## src/rtl/disp_seq_pkg.sv

```systemverilog
// Shared encodings for the display I2C transaction sequencer:
// FSM states, byte-PHY op codes and SSD-style control bytes.
package disp_seq_pkg;

    typedef enum logic [2:0] {
        S_IDLE  = 3'd0,
        S_START = 3'd1,
        S_ADDR  = 3'd2,
        S_CTRL  = 3'd3,
        S_LOAD  = 3'd4,
        S_DATA  = 3'd5,
        S_STOP  = 3'd6
    } seq_state_t;

    localparam logic [1:0] PHY_START = 2'b00;
    localparam logic [1:0] PHY_WRITE = 2'b01;
    localparam logic [1:0] PHY_STOP  = 2'b10;

    localparam logic [7:0] CTRL_CMD  = 8'h00;
    localparam logic [7:0] CTRL_DATA = 8'h40;

    function automatic logic [7:0] ctrl_byte(input logic is_data);
        return is_data ? CTRL_DATA : CTRL_CMD;
    endfunction

endpackage

```

## src/rtl/disp_i2c_seq.sv

```systemverilog
// Display I2C transaction sequencer: START, addr+W, control byte, N payload bytes, STOP.
// Optional per-op watchdog enabled by defining DISP_SEQ_TIMEOUT_EN.
module disp_i2c_seq
    import disp_seq_pkg::*;
#(
    parameter logic [6:0] DEV_ADDR  = 7'h3C,
    parameter int         TO_CYCLES = 4096
) (
    input  logic       clk,
    input  logic       reset,
    input  logic       req_valid,
    output logic       req_ready,
    input  logic       req_is_data,
    input  logic [7:0] req_len,
    input  logic       byte_valid,
    output logic       byte_ready,
    input  logic [7:0] byte_data,
    output logic       phy_valid,
    input  logic       phy_ready,
    output logic [1:0] phy_op,
    output logic [7:0] phy_wdata,
    input  logic       phy_done,
    input  logic       phy_nack,
    output logic       busy,
    output logic       done_p,
    output logic       err_nack,
    output logic       err_to
);

    seq_state_t state;
    logic       wait_ph;
    logic       is_data;
    logic [7:0] len;
    logic [7:0] cnt;
    logic       op_done;
    logic       is_write_state;

    // A done pulse counts in the wait phase, or together with the accepting handshake.
    assign op_done = wait_ph ? phy_done : (phy_valid & phy_ready & phy_done);
    assign is_write_state = (state == S_ADDR) || (state == S_CTRL) || (state == S_DATA);

`ifdef DISP_SEQ_TIMEOUT_EN
    logic [15:0] wd;
    logic        to_flag;
    assign err_to = to_flag;
`else
    logic [15:0] unused_to;
    assign unused_to = 16'(TO_CYCLES);
    assign err_to    = 1'b0;
`endif

    // Sequencer FSM with registered handshake and status outputs.
    always_ff @(posedge clk) begin
        if (reset) begin
            state      <= S_IDLE;
            wait_ph    <= 1'b0;
            is_data    <= 1'b0;
            len        <= 8'd0;
            cnt        <= 8'd0;
            req_ready  <= 1'b1;
            byte_ready <= 1'b0;
            phy_valid  <= 1'b0;
            phy_op     <= PHY_STOP;
            phy_wdata  <= 8'd0;
            busy       <= 1'b0;
            done_p     <= 1'b0;
            err_nack   <= 1'b0;
`ifdef DISP_SEQ_TIMEOUT_EN
            wd         <= 16'd0;
            to_flag    <= 1'b0;
`endif
        end else begin
            done_p <= 1'b0;
            case (state)
                S_IDLE: begin
                    if (req_valid && req_ready) begin
                        is_data   <= req_is_data;
                        len       <= req_len;
                        cnt       <= 8'd0;
                        err_nack  <= 1'b0;
`ifdef DISP_SEQ_TIMEOUT_EN
                        to_flag   <= 1'b0;
`endif
                        busy      <= 1'b1;
                        req_ready <= 1'b0;
                        phy_valid <= 1'b1;
                        phy_op    <= PHY_START;
                        phy_wdata <= 8'd0;
                        wait_ph   <= 1'b0;
                        state     <= S_START;
                    end
                end
                S_LOAD: begin
                    // Starving here is legitimate back-pressure from the register file.
                    if (byte_valid && byte_ready) begin
                        phy_wdata  <= byte_data;
                        byte_ready <= 1'b0;
                        phy_valid  <= 1'b1;
                        phy_op     <= PHY_WRITE;
                        wait_ph    <= 1'b0;
                        state      <= S_DATA;
                    end
                end
                S_START, S_ADDR, S_CTRL, S_DATA, S_STOP: begin
                    if (op_done) begin
                        wait_ph   <= 1'b0;
                        phy_valid <= 1'b0;
                        if ((is_write_state && phy_nack) ||
                            (state == S_DATA && cnt == len)) begin
                            if (phy_nack) begin
                                err_nack <= 1'b1;
                            end
                            phy_valid <= 1'b1;
                            phy_op    <= PHY_STOP;
                            phy_wdata <= 8'd0;
                            state     <= S_STOP;
                        end else if (state == S_START) begin
                            phy_valid <= 1'b1;
                            phy_op    <= PHY_WRITE;
                            phy_wdata <= {DEV_ADDR, 1'b0};
                            state     <= S_ADDR;
                        end else if (state == S_ADDR) begin
                            phy_valid <= 1'b1;
                            phy_op    <= PHY_WRITE;
                            phy_wdata <= ctrl_byte(is_data);
                            state     <= S_CTRL;
                        end else if (state == S_STOP) begin
                            done_p    <= 1'b1;
                            busy      <= 1'b0;
                            req_ready <= 1'b1;
                            state     <= S_IDLE;
                        end else begin
                            if (state == S_DATA) begin
                                cnt <= cnt + 8'd1;
                            end
                            byte_ready <= 1'b1;
                            state      <= S_LOAD;
                        end
                    end else if (!wait_ph && phy_valid && phy_ready) begin
                        phy_valid <= 1'b0;
                        wait_ph   <= 1'b1;
                    end
                end
                default: begin
                    state <= S_IDLE;
                end
            endcase
`ifdef DISP_SEQ_TIMEOUT_EN
            // Watchdog restarts on every handshake or completion; LOAD and IDLE never time out.
            if (state != S_IDLE && state != S_LOAD) begin
                if (op_done || (!wait_ph && phy_valid && phy_ready)) begin
                    wd <= 16'd0;
                end else if (wd == 16'(TO_CYCLES - 1)) begin
                    wd         <= 16'd0;
                    to_flag    <= 1'b1;
                    phy_valid  <= 1'b0;
                    byte_ready <= 1'b0;
                    wait_ph    <= 1'b0;
                    busy       <= 1'b0;
                    req_ready  <= 1'b1;
                    done_p     <= 1'b1;
                    state      <= S_IDLE;
                end else begin
                    wd <= wd + 16'd1;
                end
            end else begin
                wd <= 16'd0;
            end
`endif
        end
    end

endmodule
```

## config.mk

```make
export PLATFORM = sky130hd
export DESIGN_NAME = disp_i2c_seq
export DESIGN_NICKNAME = d
export VERILOG_FILES = /design/src/rtl/disp_seq_pkg.sv /design/src/rtl/disp_i2c_seq.sv
export SDC_FILE = /design/constraint.sdc
export NUM_CORES = 1
export LEC_CHECK = 0
export ABC_AREA = 1
export CORE_ASPECT_RATIO = 1.2
export CORE_MARGIN = 3
export CORE_UTILIZATION = 50
export CTS_CLUSTER_DIAMETER = 60
export CTS_CLUSTER_SIZE = 40
export DETAILED_ROUTE_END_ITERATION = 12
export DONT_BUFFER_PORTS = 1
export PLACE_DENSITY_LB_ADDON = 0.15
export SLEW_MARGIN = 20
export SYNTH_ARGS = -nofsm -noshare
export SYNTH_HDL_FRONTEND = slang
export SYNTH_SLANG_ARGS = --single-unit
```

## constraint.sdc

```tcl
create_clock -name clk -period 1.8 [get_ports clk]
set_input_delay 0.54 -clock clk [delete_from_list [all_inputs] [get_ports clk]]
set_output_delay 0.54 -clock clk [all_outputs]
set_load 0.01 [all_outputs]
```

# ---- Word level (Yosys, flattened, before mapping)
# Cells that the tools add are included.
dict set report classes {
  add_sub_neg 1
  n_mul 0
  n_div 0
  n_lt_le_gt_ge 0
  eq_ne 20
  shifts 0
  n_mux 67
  bitwise_logic 4
  n_reduce_logical 24
}
# cell n
set ops {}
lappend ops {{8-bit 2-to-1 mux} 12}
lappend ops {{1-bit 2-to-1 mux} 31}
lappend ops {{8-bit case mux with 3 select lines} 1}
lappend ops {{2-bit != test, second input constant} 11}
lappend ops {{3-bit 2-to-1 mux} 7}
lappend ops {{8-bit case mux with 2 select lines} 1}
lappend ops {{7-bit AND reduction} 2}
lappend ops {{2-bit 2-to-1 mux} 6}
lappend ops {{5-bit AND reduction} 2}
lappend ops {{3-bit == test, second input constant} 3}
lappend ops {{3-bit case mux with 3 select lines} 1}
lappend ops {{8-bit by 1-bit adder with 8-bit output, second input constant} 1}
lappend ops {{8-bit == test} 1}
lappend ops {{1-bit case mux with 2 select lines} 4}
lappend ops {{8-bit AND reduction} 1}
lappend ops {{7-bit 2-to-1 mux} 1}
lappend ops {{3-bit by 2-bit == test with 1-bit output, second input constant} 2}
lappend ops {{1-bit logical AND} 6}
lappend ops {{1-bit case mux with 3 select lines} 2}
lappend ops {{2-bit case mux with 3 select lines} 1}
lappend ops {{6-bit OR reduction} 1}
lappend ops {{5-bit OR reduction} 1}
lappend ops {{4-bit != test, second input constant} 1}
lappend ops {{4-bit AND reduction} 1}
lappend ops {{11 further kinds} 16}
dict set report word_totals {
  regBits 37
  latchBits 0
  mem_bits_rw 0
  mem_bits_ro 0
  inputBits 24
  word_cells 129
  mem_count 0
}

# ---- Logic depth before layout (Yosys ltp)
# Gate-level depths: netlist of run 1.
dict set report depth {
  ltp_word 8
  depth_mapped 13
  mapped_depth_nobuf 12
}

# ---- Worst setup path before layout of run 1
# Ideal clock, no wire load.
dict set report synth_path {
  path_type {reg2reg}
  start {register state[1]}
  end {register phy_wdata[3]}
  setup_time_ns 0.112
  arrival_time_ns 1.521
  required_time_ns 1.688
  slack_ns 0.168
  stages_incl_launch_ff 12
  path_buffers 0
  synth_period_minus_slack_ns 1.632
  cell_sequence {dfxtp_1 inv_2 nand3_1 inv_1 o21ai_2 inv_1 nor2_2 nand3_2 nand2_8 inv_8 nor2_2 nor2_1}
}
dict set report synth_between {
  elab_chain_cells 8
  word_cells_on_any_way 23
}
# element line
set synth_rtl {}
lappend synth_rtl {{from (decl)} disp_i2c_seq.sv:30} ;# seq_state_t state;
lappend synth_rtl {{from (signal assigned)} disp_i2c_seq.sv:55} ;# state <= S_IDLE;
lappend synth_rtl {{from (signal assigned)} disp_i2c_seq.sv:90} ;# state <= S_START;
lappend synth_rtl {{from (signal assigned)} disp_i2c_seq.sv:101} ;# state <= S_DATA;
lappend synth_rtl {{3-bit by 2-bit == test with 1-bit output, on equally long branches} {disp_i2c_seq.sv:40, disp_i2c_seq.sv:74, disp_i2c_seq.sv:122}}
lappend synth_rtl {{1-bit logical OR (2 in a row)} disp_i2c_seq.sv:40} ;# assign is_write_state = (state == S_ADDR) || (state == S_CTRL) || (state == S_DATA);
lappend synth_rtl {{1-bit logical AND} disp_i2c_seq.sv:108} ;# if ((is_write_state && phy_nack) ||
lappend synth_rtl {{1-bit logical OR} disp_i2c_seq.sv:108}
lappend synth_rtl {{8-bit 2-to-1 mux} disp_i2c_seq.sv:108}
lappend synth_rtl {{8-bit 2-to-1 mux} disp_i2c_seq.sv:105} ;# if (op_done) begin
lappend synth_rtl {{8-bit case mux with 3 select lines} disp_i2c_seq.sv:74} ;# case (state)
lappend synth_rtl {{to (signal assigned)} disp_i2c_seq.sv:96} ;# phy_wdata <= byte_data;
lappend synth_rtl {{to (signal assigned)} disp_i2c_seq.sv:120} ;# phy_wdata <= {DEV_ADDR, 1'b0};
lappend synth_rtl {{to (signal assigned)} disp_i2c_seq.sv:125} ;# phy_wdata <= ctrl_byte(is_data);
lappend synth_rtl {{to (decl)} disp_i2c_seq.sv:21} ;# output logic [7:0] phy_wdata,
# Several ways; a longest one is shown, not always the timed one. The select of a mux whose other input is x is not followed.
# A chain may end at the register's enable or synchronous reset.

# ---- Final worst setup path of run 1
dict set report layout_path {
  start {register state[1]}
  end {register cnt[2]}
}
dict set report layout_between {
  elab_chain_cells 7
  word_cells_on_any_way 22
}
# element line
set layout_rtl {}
lappend layout_rtl {{3-bit by 2-bit == test with 1-bit output, on equally long branches} {disp_i2c_seq.sv:40, disp_i2c_seq.sv:74, disp_i2c_seq.sv:122}}
lappend layout_rtl {{1-bit logical OR (2 in a row)} disp_i2c_seq.sv:40}
lappend layout_rtl {{1-bit logical AND} disp_i2c_seq.sv:108}
lappend layout_rtl {{1-bit logical OR} disp_i2c_seq.sv:108}
lappend layout_rtl {{2-bit != test (no line)} n/a}
lappend layout_rtl {{8-bit AND reduction (no line)} n/a}
lappend layout_rtl {{to (signal assigned)} disp_i2c_seq.sv:134} ;# cnt <= cnt + 8'd1;
lappend layout_rtl {{to (decl)} disp_i2c_seq.sv:34} ;# logic [7:0] cnt;
# Several ways; a longest one is shown, not always the timed one.

==> impl_results.rst, run 1 <==
.. list-table::
   :header-rows: 1

   * - Metric
     - Value
   * - PwrDens
     - a little under 2000 nW/µm²
   * - Number of antenna diodes
     - 0
   * - Final Non-Filler Cells
     - roughly 380
   * - Pre-antenna DRT Iters
     - 4
   * - Setup repair after global routing missed its margin
     - yes
   * - Data required, critical path
     - slightly above 2 ns
   * - Critical register-to-register path endpoint
     - cnt[2]$_SDFFE_PP0P_
   * - Maximum number of pins on one net before global-route repair
     - 18
   * - Count of input and output buffers
     - 0
   * - Worst slack after detailed placement
     - between 0.1 and 0.15 ns
   * - Mapped Cells
     - about 310
   * - Mean instance size in the synthesized netlist
     - 6.75 µm²
   * - Arrival time at the worst endpoint
     - ~1.9 ns
   * - Buffers inserted by post-CTS timing repair
     - 0
   * - Total core area
     - approximately 4000 µm²
   * - Clock input transition at the sequential cells of the worst setup and hold paths
     - ~0.070 ns
   * - Layout Area Growth over Synthesis
     - 9.39%
   * - Vias in the first global route
     - roughly 1800
   * - Number of synthesized register bits
     - 37
   * - Initial antenna violation count
     - 0
   * - Met1 Track Usage GR
     - 0.216
   * - Number of buffers added by the clock tree synthesis step
     - 5
   * - Number of standard-cell rows in the floorplan
     - 25
   * - Startpoint types
     - flop
   * - Netlist cell types
     - 40
   * - Syn Nets
     - approximately 340
   * - Final worst slack
     - 0.162 ns
   * - Detail-routed net length per standard cell
     - between 10 and 15 µm
   * - Cell type of the slowest stage on the worst timing path
     - sky130_fd_sc_hd__dfxtp_1
   * - Number of I/O pins
     - slightly above 40
   * - Number of H-tree levels
     - 2
   * - Slowest cell delay on critical path
     - 0.35 ns
   * - Worst path cell trace
     - inv_2 > nor2_1 > inv_2 > nand3_4 > buf_4 > inv_1 > a21oi_1 > o21ai_0 > nand3_1 > nand2_1 > nor2_1
   * - Number of maximum-capacitance constraint violations
     - 0
   * - Worst reg2reg path startpoint
     - state[1]$_SDFFE_PP0P_
   * - Height of the die
     - roughly 77 µm
   * - Met2 Use GR
     - 0.362
   * - Number of cells in the design after placement
     - roughly 370
   * - Type of the most critical hold path
     - in2reg
   * - Buffering stage count on the worst path with inverters included
     - 4
   * - Highest attainable clock frequency
     - roughly 0.61 GHz
   * - Master cell of the clock root buffer
     - sky130_fd_sc_hd__clkbuf_8
   * - Total Routed Length
     - 4.61 mm
   * - GPL Wtd Cong
     - between 0.8 and 0.9
   * - Post-synthesis sequential area ratio
     - 0.350
   * - Final Skew
     - ~0.0046 ns
   * - Post-layout net count
     - 350
   * - Outcome
     - finished clean
   * - R2R depth
     - 11
   * - HPWL after detailed placement
     - about 3.7 mm
   * - Critical Setup Path Class
     - reg2reg
   * - Static leakage power
     - between 1 and 1.5 nW
   * - Type of element capturing the critical path
     - flop
   * - Hold Fails Final Rpt
     - 0
   * - Post-synth top area cell
     - sky130_fd_sc_hd__dfxtp_1
   * - Total via count after detailed routing
     - 1876
   * - Overall global routing resource usage
     - 0.203
   * - First-pass GRT wire length
     - 7.98 mm
   * - Count of final max-slew check failures
     - 0
   * - Detailed Route Iter0 Violations
     - between 50 and 60
   * - Final worst path period share
     - 0.910
   * - DR DRC count
     - 0
   * - Global routing met3 resource utilization
     - 0.0600
   * - Clock latency on the worst-skew pair
     - between 0.2 and 0.3 ns
   * - Top cell family by delay on the critical path
     - simple AND/OR/NAND/NOR gates
   * - Overall die area
     - approximately 5100 µm²
   * - Crit path max fanout
     - 8
   * - Deepest clock path buffer count
     - 2
   * - Grt ovf
     - 0
   * - Total of endpoints with negative setup slack in the final report
     - 0
   * - Die Width
     - around 65 µm
   * - Worst Min Path Start
     - reset
   * - Top area cells in the synthesized netlist
     - sky130_fd_sc_hd__dfxtp_1 (35%), sky130_fd_sc_hd__nand2_1 (14%), sky130_fd_sc_hd__nor2_1 (7.8%)
   * - CTS tree
     - done
   * - Endpoint with the worst hold slack
     - phy_valid$_SDFFE_PP0P_
   * - Count of nets left with antenna violations after detail routing
     - 0
   * - GR peak layer
     - met2
   * - Summed instance area of the synthesized netlist
     - about 2100 µm²
   * - Maximum ir drop on the vdd rail
     - about 1.1 mV
   * - Period minus WS final
     - roughly 1.6 ns
   * - Number of cells on the worst hold path
     - 1
   * - Number of warnings issued by yosys
     - 0
   * - Initial Utilization
     - 0.529
   * - Fraction of synthesized cell area taken by the top area cell type
     - 0.350
   * - Via-per-instance ratio
     - roughly 5
   * - Internal reg-to-reg setup slack
     - between 0.15 and 0.2 ns
   * - Layout cell share with drive strength beyond 1
     - 0.151
   * - Sink Count
     - 37
[worst max path at each step]
| stage | startpoint | end | slack, ns | cells after the start |
|---|---|---|---|---|
| 4_1_cts | state[1]$_SDFFE_PP0P_ | cnt[3]$_SDFFE_PP0P_ | 0.11 | 11 |
| 6_report | state[1]$_SDFFE_PP0P_ | cnt[2]$_SDFFE_PP0P_ | 0.16 | 11 |
| 3_3_place_gp | phy_ready | phy_wdata[3]$_SDFFE_PP0P_ | 0.12 | 11 |
| 5_1_grt | state[1]$_SDFFE_PP0P_ | phy_op[0]$_SDFFE_PP0P_ | -0.005 | 11 |
| 2_1_floorplan | state[1]$_SDFFE_PP0P_ | phy_wdata[3]$_SDFFE_PP0P_ | 0.17 | 11 |
| 3_5_place_dp | phy_ready | phy_wdata[3]$_SDFFE_PP0P_ | 0.11 | 11 |
[layout make-up]
type | instances | area [µm²]
fill | 410 | 1690
multi-input combinational | 226 | 1160
sequential | 37 | 743
inverter | 43 | 174
timing repair buffer | 12 | 90.1
clock buffer | 7 | 86.3
tap | 54 | 67.6
[flip-flops by register name, indices dropped and copies added, names as in the netlist, 2 cells and up]
register	flops
state	3
len	8
phy_op	2
phy_wdata	8
cnt	8
[placed cells by master (no fill, tap or decap), types with 5 or more instances in the layout]
| cell | count |
|---|---|
| sky130_fd_sc_hd__nand2_1 | 78 |
| sky130_fd_sc_hd__nor2_1 | 44 |
| sky130_fd_sc_hd__inv_1 | 37 |
| sky130_fd_sc_hd__dfxtp_1 | 35 |
| sky130_fd_sc_hd__nand3_1 | 24 |
| sky130_fd_sc_hd__a21oi_1 | 20 |
| sky130_fd_sc_hd__o21ai_0 | 15 |
| sky130_fd_sc_hd__buf_4 | 12 |
| sky130_fd_sc_hd__nor2_2 | 8 |
| sky130_fd_sc_hd__clkbuf_8 | 6 |
| sky130_fd_sc_hd__o211ai_1 | 5 |
[what timing repair did]
item / in CTS / in global routing
setup endpoints to repair: 0 / 16
resized for setup: 0 / 5
hold buffers: 0 / 0
[cell usage after synthesis, drive strengths merged]
cell type   n
o21bai      4
nor2       54
xnor2       1
o21ai      16
o211ai      5
conb        1
a21oi      20
and2        1
ha          1
nand3      26
nor3        2
xor2        3
inv        43
nand4       2
nand2      84
dfxtp      37
buf         3
a31oi       1
or2         1
nor4        1
clkbuf      5
nand3b      3
[metrics by stage]
step	hold slack [ns]	power (mW)	cell area [µm²]	utilization	setup TNS, ns
CTS	0.299	4.58	2300	0.573	0
finish	0.307	4.57	2320	0.579	0
floorplan	0.429	3.47	2120	-	0
detailed placement	0.459	3.99	2210	0.552	0
global placement	0.447	3.95	2210	0.552	0
global route	0.286	5.06	2320	0.579	-0.00839
[where the power goes]
part           switching, mW  internal, mW
logic                   1.60         0.979
clock network          0.278         0.304
registers              0.305          1.10
[layer usage]
| layer | up-vias | share of wire | wire, µm |
|---|---|---|---|
| met5 | - | 0 | 0 |
| met4 | 0 | 0.017 | 78 |
| met3 | 7 | 0.053 | 245 |
| met2 | 34 | 0.53 | 2450 |
| met1 | 828 | 0.40 | 1840 |
| li1 | 1007 | - | - |
[kinds of logic after synthesis]
logic type                 count (synthesis)  synth area share
and+or+nand+nor                          174             0.392
buffers and inverters                     51             0.112
adders and majority gates                  1           0.00591
AOI/OAI and AO/OA                         46             0.122
DFF                                       37             0.350
other                                      1           0.00177
xor gates and xnor gates                   4            0.0165
Note: power is estimated with default switching activity, not from simulation.
==> inputs of run 2 (changes only) <==
CORE_ASPECT_RATIO = unset   (was 1.2)
clock period = 1.4 ns   (was 1.8 ns; I/O delays follow)
==> run 2 against run 1 <==
Sequential power grew 30%; combinational power grew 100%; sequential share of layout area down 6.0 points; register-to-register slack worse by 0.32 ns; the run now ends with setup timing left; highest routed layer unchanged; critical path type unchanged; via count is 15% higher.
==> impl_results.rst, run 2 (synthesis gave the netlist of run 1 again) <==
.. list-table::
   :header-rows: 1

   * - Metric
     - Value
   * - GPL Wtd Cong
     - between 0.8 and 0.9
   * - Number of antenna diodes
     - 0
   * - Maximum number of pins on one net before global-route repair
     - 23
   * - Count of input and output buffers
     - 0
   * - Number of cells in the design after placement
     - approximately 410
   * - Initial Utilization
     - 0.522
   * - Total via count after detailed routing
     - approximately 2200
   * - Initial antenna violation count
     - 0
   * - Type of the most critical hold path
     - in2reg
   * - Pre-antenna DRT Iters
     - 4
   * - Final worst slack
     - -0.156 ns
   * - Deepest clock path buffer count
     - 2
   * - Layout cell share with drive strength beyond 1
     - 0.406
   * - Most common library cell in the layout ignoring fill and taps
     - sky130_fd_sc_hd__nand2_1
   * - Number of buffers added by the clock tree synthesis step
     - 5
   * - Clock input transition at the sequential cells of the worst setup and hold paths
     - around 0.070 ns
   * - Setup repair after global routing missed its margin
     - yes
   * - Grt ovf
     - 0
   * - Maximum ir drop on the vdd rail
     - around 1.5 mV
   * - Die Width
     - approximately 71 µm
   * - Highest attainable clock frequency
     - 0.643 GHz
   * - Hold Fails Final Rpt
     - 0
   * - Number of maximum-capacitance constraint violations
     - 0
   * - Critical Setup Path Class
     - reg2reg
   * - Startpoint types
     - flop
   * - Sink Count
     - 37
   * - PwrDens
     - around 2600 nW/µm²
   * - Total core area
     - 4060 µm²
   * - Detail-routed net length per standard cell
     - roughly 13 µm
   * - Layout Area Growth over Synthesis
     - 39.5%
   * - Arrival time at the worst endpoint
     - around 1.7 ns
   * - Number of standard-cell rows in the floorplan
     - 23
   * - Via-per-instance ratio
     - between 5 and 6
   * - Overall global routing resource usage
     - 0.221
   * - Outcome
     - finished with violations
   * - Total of endpoints with negative setup slack in the final report
     - 33
   * - DR DRC count
     - 0
   * - Master cell of the clock root buffer
     - sky130_fd_sc_hd__clkbuf_8
   * - Total Routed Length
     - approximately 5.7 mm
   * - Number of H-tree levels
     - 2
   * - First-pass GRT wire length
     - around 9 mm
   * - Overall power consumption
     - about 8 mW
   * - Final Non-Filler Cells
     - around 430
   * - Post-layout net count
     - approximately 400
   * - Top library cells by usage in the layout, fill and taps aside
     - sky130_fd_sc_hd__nand2_1 (69), sky130_fd_sc_hd__buf_4 (55), sky130_fd_sc_hd__inv_1 (30), sky130_fd_sc_hd__nor2_1 (30), sky130_fd_sc_hd__dfxtp_1 (23)
   * - Final worst path period share
     - 1.11
   * - Vias in the first global route
     - approximately 1900
   * - Count of nets left with antenna violations after detail routing
     - 0
   * - Detailed Route Iter0 Violations
     - ~150
   * - Period minus WS final
     - approximately 1.6 ns
   * - R2R depth
     - 12
   * - CTS tree
     - done
   * - Clock latency on the worst-skew pair
     - approximately 0.3 ns
   * - Static leakage power
     - 1.36 nW
   * - Height of the die
     - around 71 µm
   * - HPWL after detailed placement
     - 3.69 mm
   * - Count of final max-slew check failures
     - 0
   * - Crit path max fanout
     - 7
   * - Violations in the final reports
     - setup timing
   * - Total negative slack for setup checks
     - -2.84 ns
   * - Number of cells on the worst hold path
     - 1
   * - Number of I/O pins
     - between 40 and 50
   * - Type of element capturing the critical path
     - flop
   * - Overall die area
     - slightly above 5000 µm²
   * - Biggest regs
     - cnt (8), len (8), phy_wdata (8)
   * - Data required, critical path
     - ~1.6 ns
   * - Final Skew
     - between 0.008 and 0.009 ns
-- run 2: cell types whose count changed in the layout (fill, tap and decap cells not counted), moves of 7 or more --
cell,previous run,this run
sky130_fd_sc_hd__nor2_2,8,18
sky130_fd_sc_hd__inv_1,37,30
sky130_fd_sc_hd__dfxtp_2,2,9
sky130_fd_sc_hd__buf_4,12,55
sky130_fd_sc_hd__nor2_1,44,30
sky130_fd_sc_hd__nand2_1,78,69
sky130_fd_sc_hd__dfxtp_1,35,23
sky130_fd_sc_hd__nand2_2,1,8
-- run 2: worst paths after layout --
check                  startpoint                    to  slack (ns)
min                         reset   cnt[7]$_SDFFE_PP0P_        0.18
min reg2reg  wait_ph$_SDFFE_PP0P_  wait_ph$_SDFFE_PP0P_        0.48
max           cnt[0]$_SDFFE_PP0P_   cnt[2]$_SDFFE_PP0P_       -0.16
max reg2reg   cnt[0]$_SDFFE_PP0P_   cnt[2]$_SDFFE_PP0P_       -0.16
-- run 2: where the power goes --
group / leakage [nW] / internal [mW] / switching [mW] / total [mW]
Sequential: 0.311 / 1.47 / 0.377 / 1.84
Combinational: 1.01 / 2.30 / 2.87 / 5.17
Clock: 0.0455 / 0.402 / 0.384 / 0.786
Total: 1.36 / 4.17 / 3.63 / 7.80
-- run 2: layout make-up --
cell class	count	area, µm²
Timing Repair Buffer	61	489
Multi-Input combinational cell	228	1350
Tap cell	50	62.6
Fill cell	315	1100
Inverter	43	190
Clock buffer	8	90.1
Sequential cell	37	771
-- run 2: per-stage QoR --
stage               setup WS [ns]  hold slack (ns)  area [µm²]   util
global placement           -0.149            0.465        2540  0.627
finish                     -0.156            0.185        2950  0.728
detailed placement         -0.155            0.468        2540  0.627
global route               -0.270            0.174        2950  0.728
CTS                        -0.109            0.175        2810  0.692
floorplan                  -0.119            0.429        2170      -
-- run 2: what timing repair did --
item / 4_1_cts / 5_1_grt
cloned: 2 / 0
hold buffers: 0 / 0
buffers inserted: 8 / 4
resized for setup: 37 / 37
pin swaps: 13 / 20
endpoints found under the setup margin: 33 / 34
-- run 2: worst max-delay path: stages, from the launching register on --
cell	delay [ns]
sky130_fd_sc_hd__dfxtp_4	0.38
sky130_fd_sc_hd__inv_2	0.04
sky130_fd_sc_hd__nand2_2	0.05
sky130_fd_sc_hd__nand2_2	0.06
sky130_fd_sc_hd__nor2_2	0.12
sky130_fd_sc_hd__nand3_1	0.10
sky130_fd_sc_hd__nor2_2	0.16
sky130_fd_sc_hd__nor2_4	0.07
sky130_fd_sc_hd__buf_6	0.12
sky130_fd_sc_hd__nand4_4	0.10
sky130_fd_sc_hd__inv_4	0.07
sky130_fd_sc_hd__nor2_1	0.12
sky130_fd_sc_hd__nor2_1	0.06
-- run 2: routing by layer --
layer / wire [µm] / vias to the layer above / GRT usage
met5: 0 / - / 0
met4: 53 / 0 / 0.0564
met3: 378 / 6 / 0.0696
met2: 2630 / 57 / 0.338
met1: 2600 / 969 / 0.302
li1: - / 1119 / -
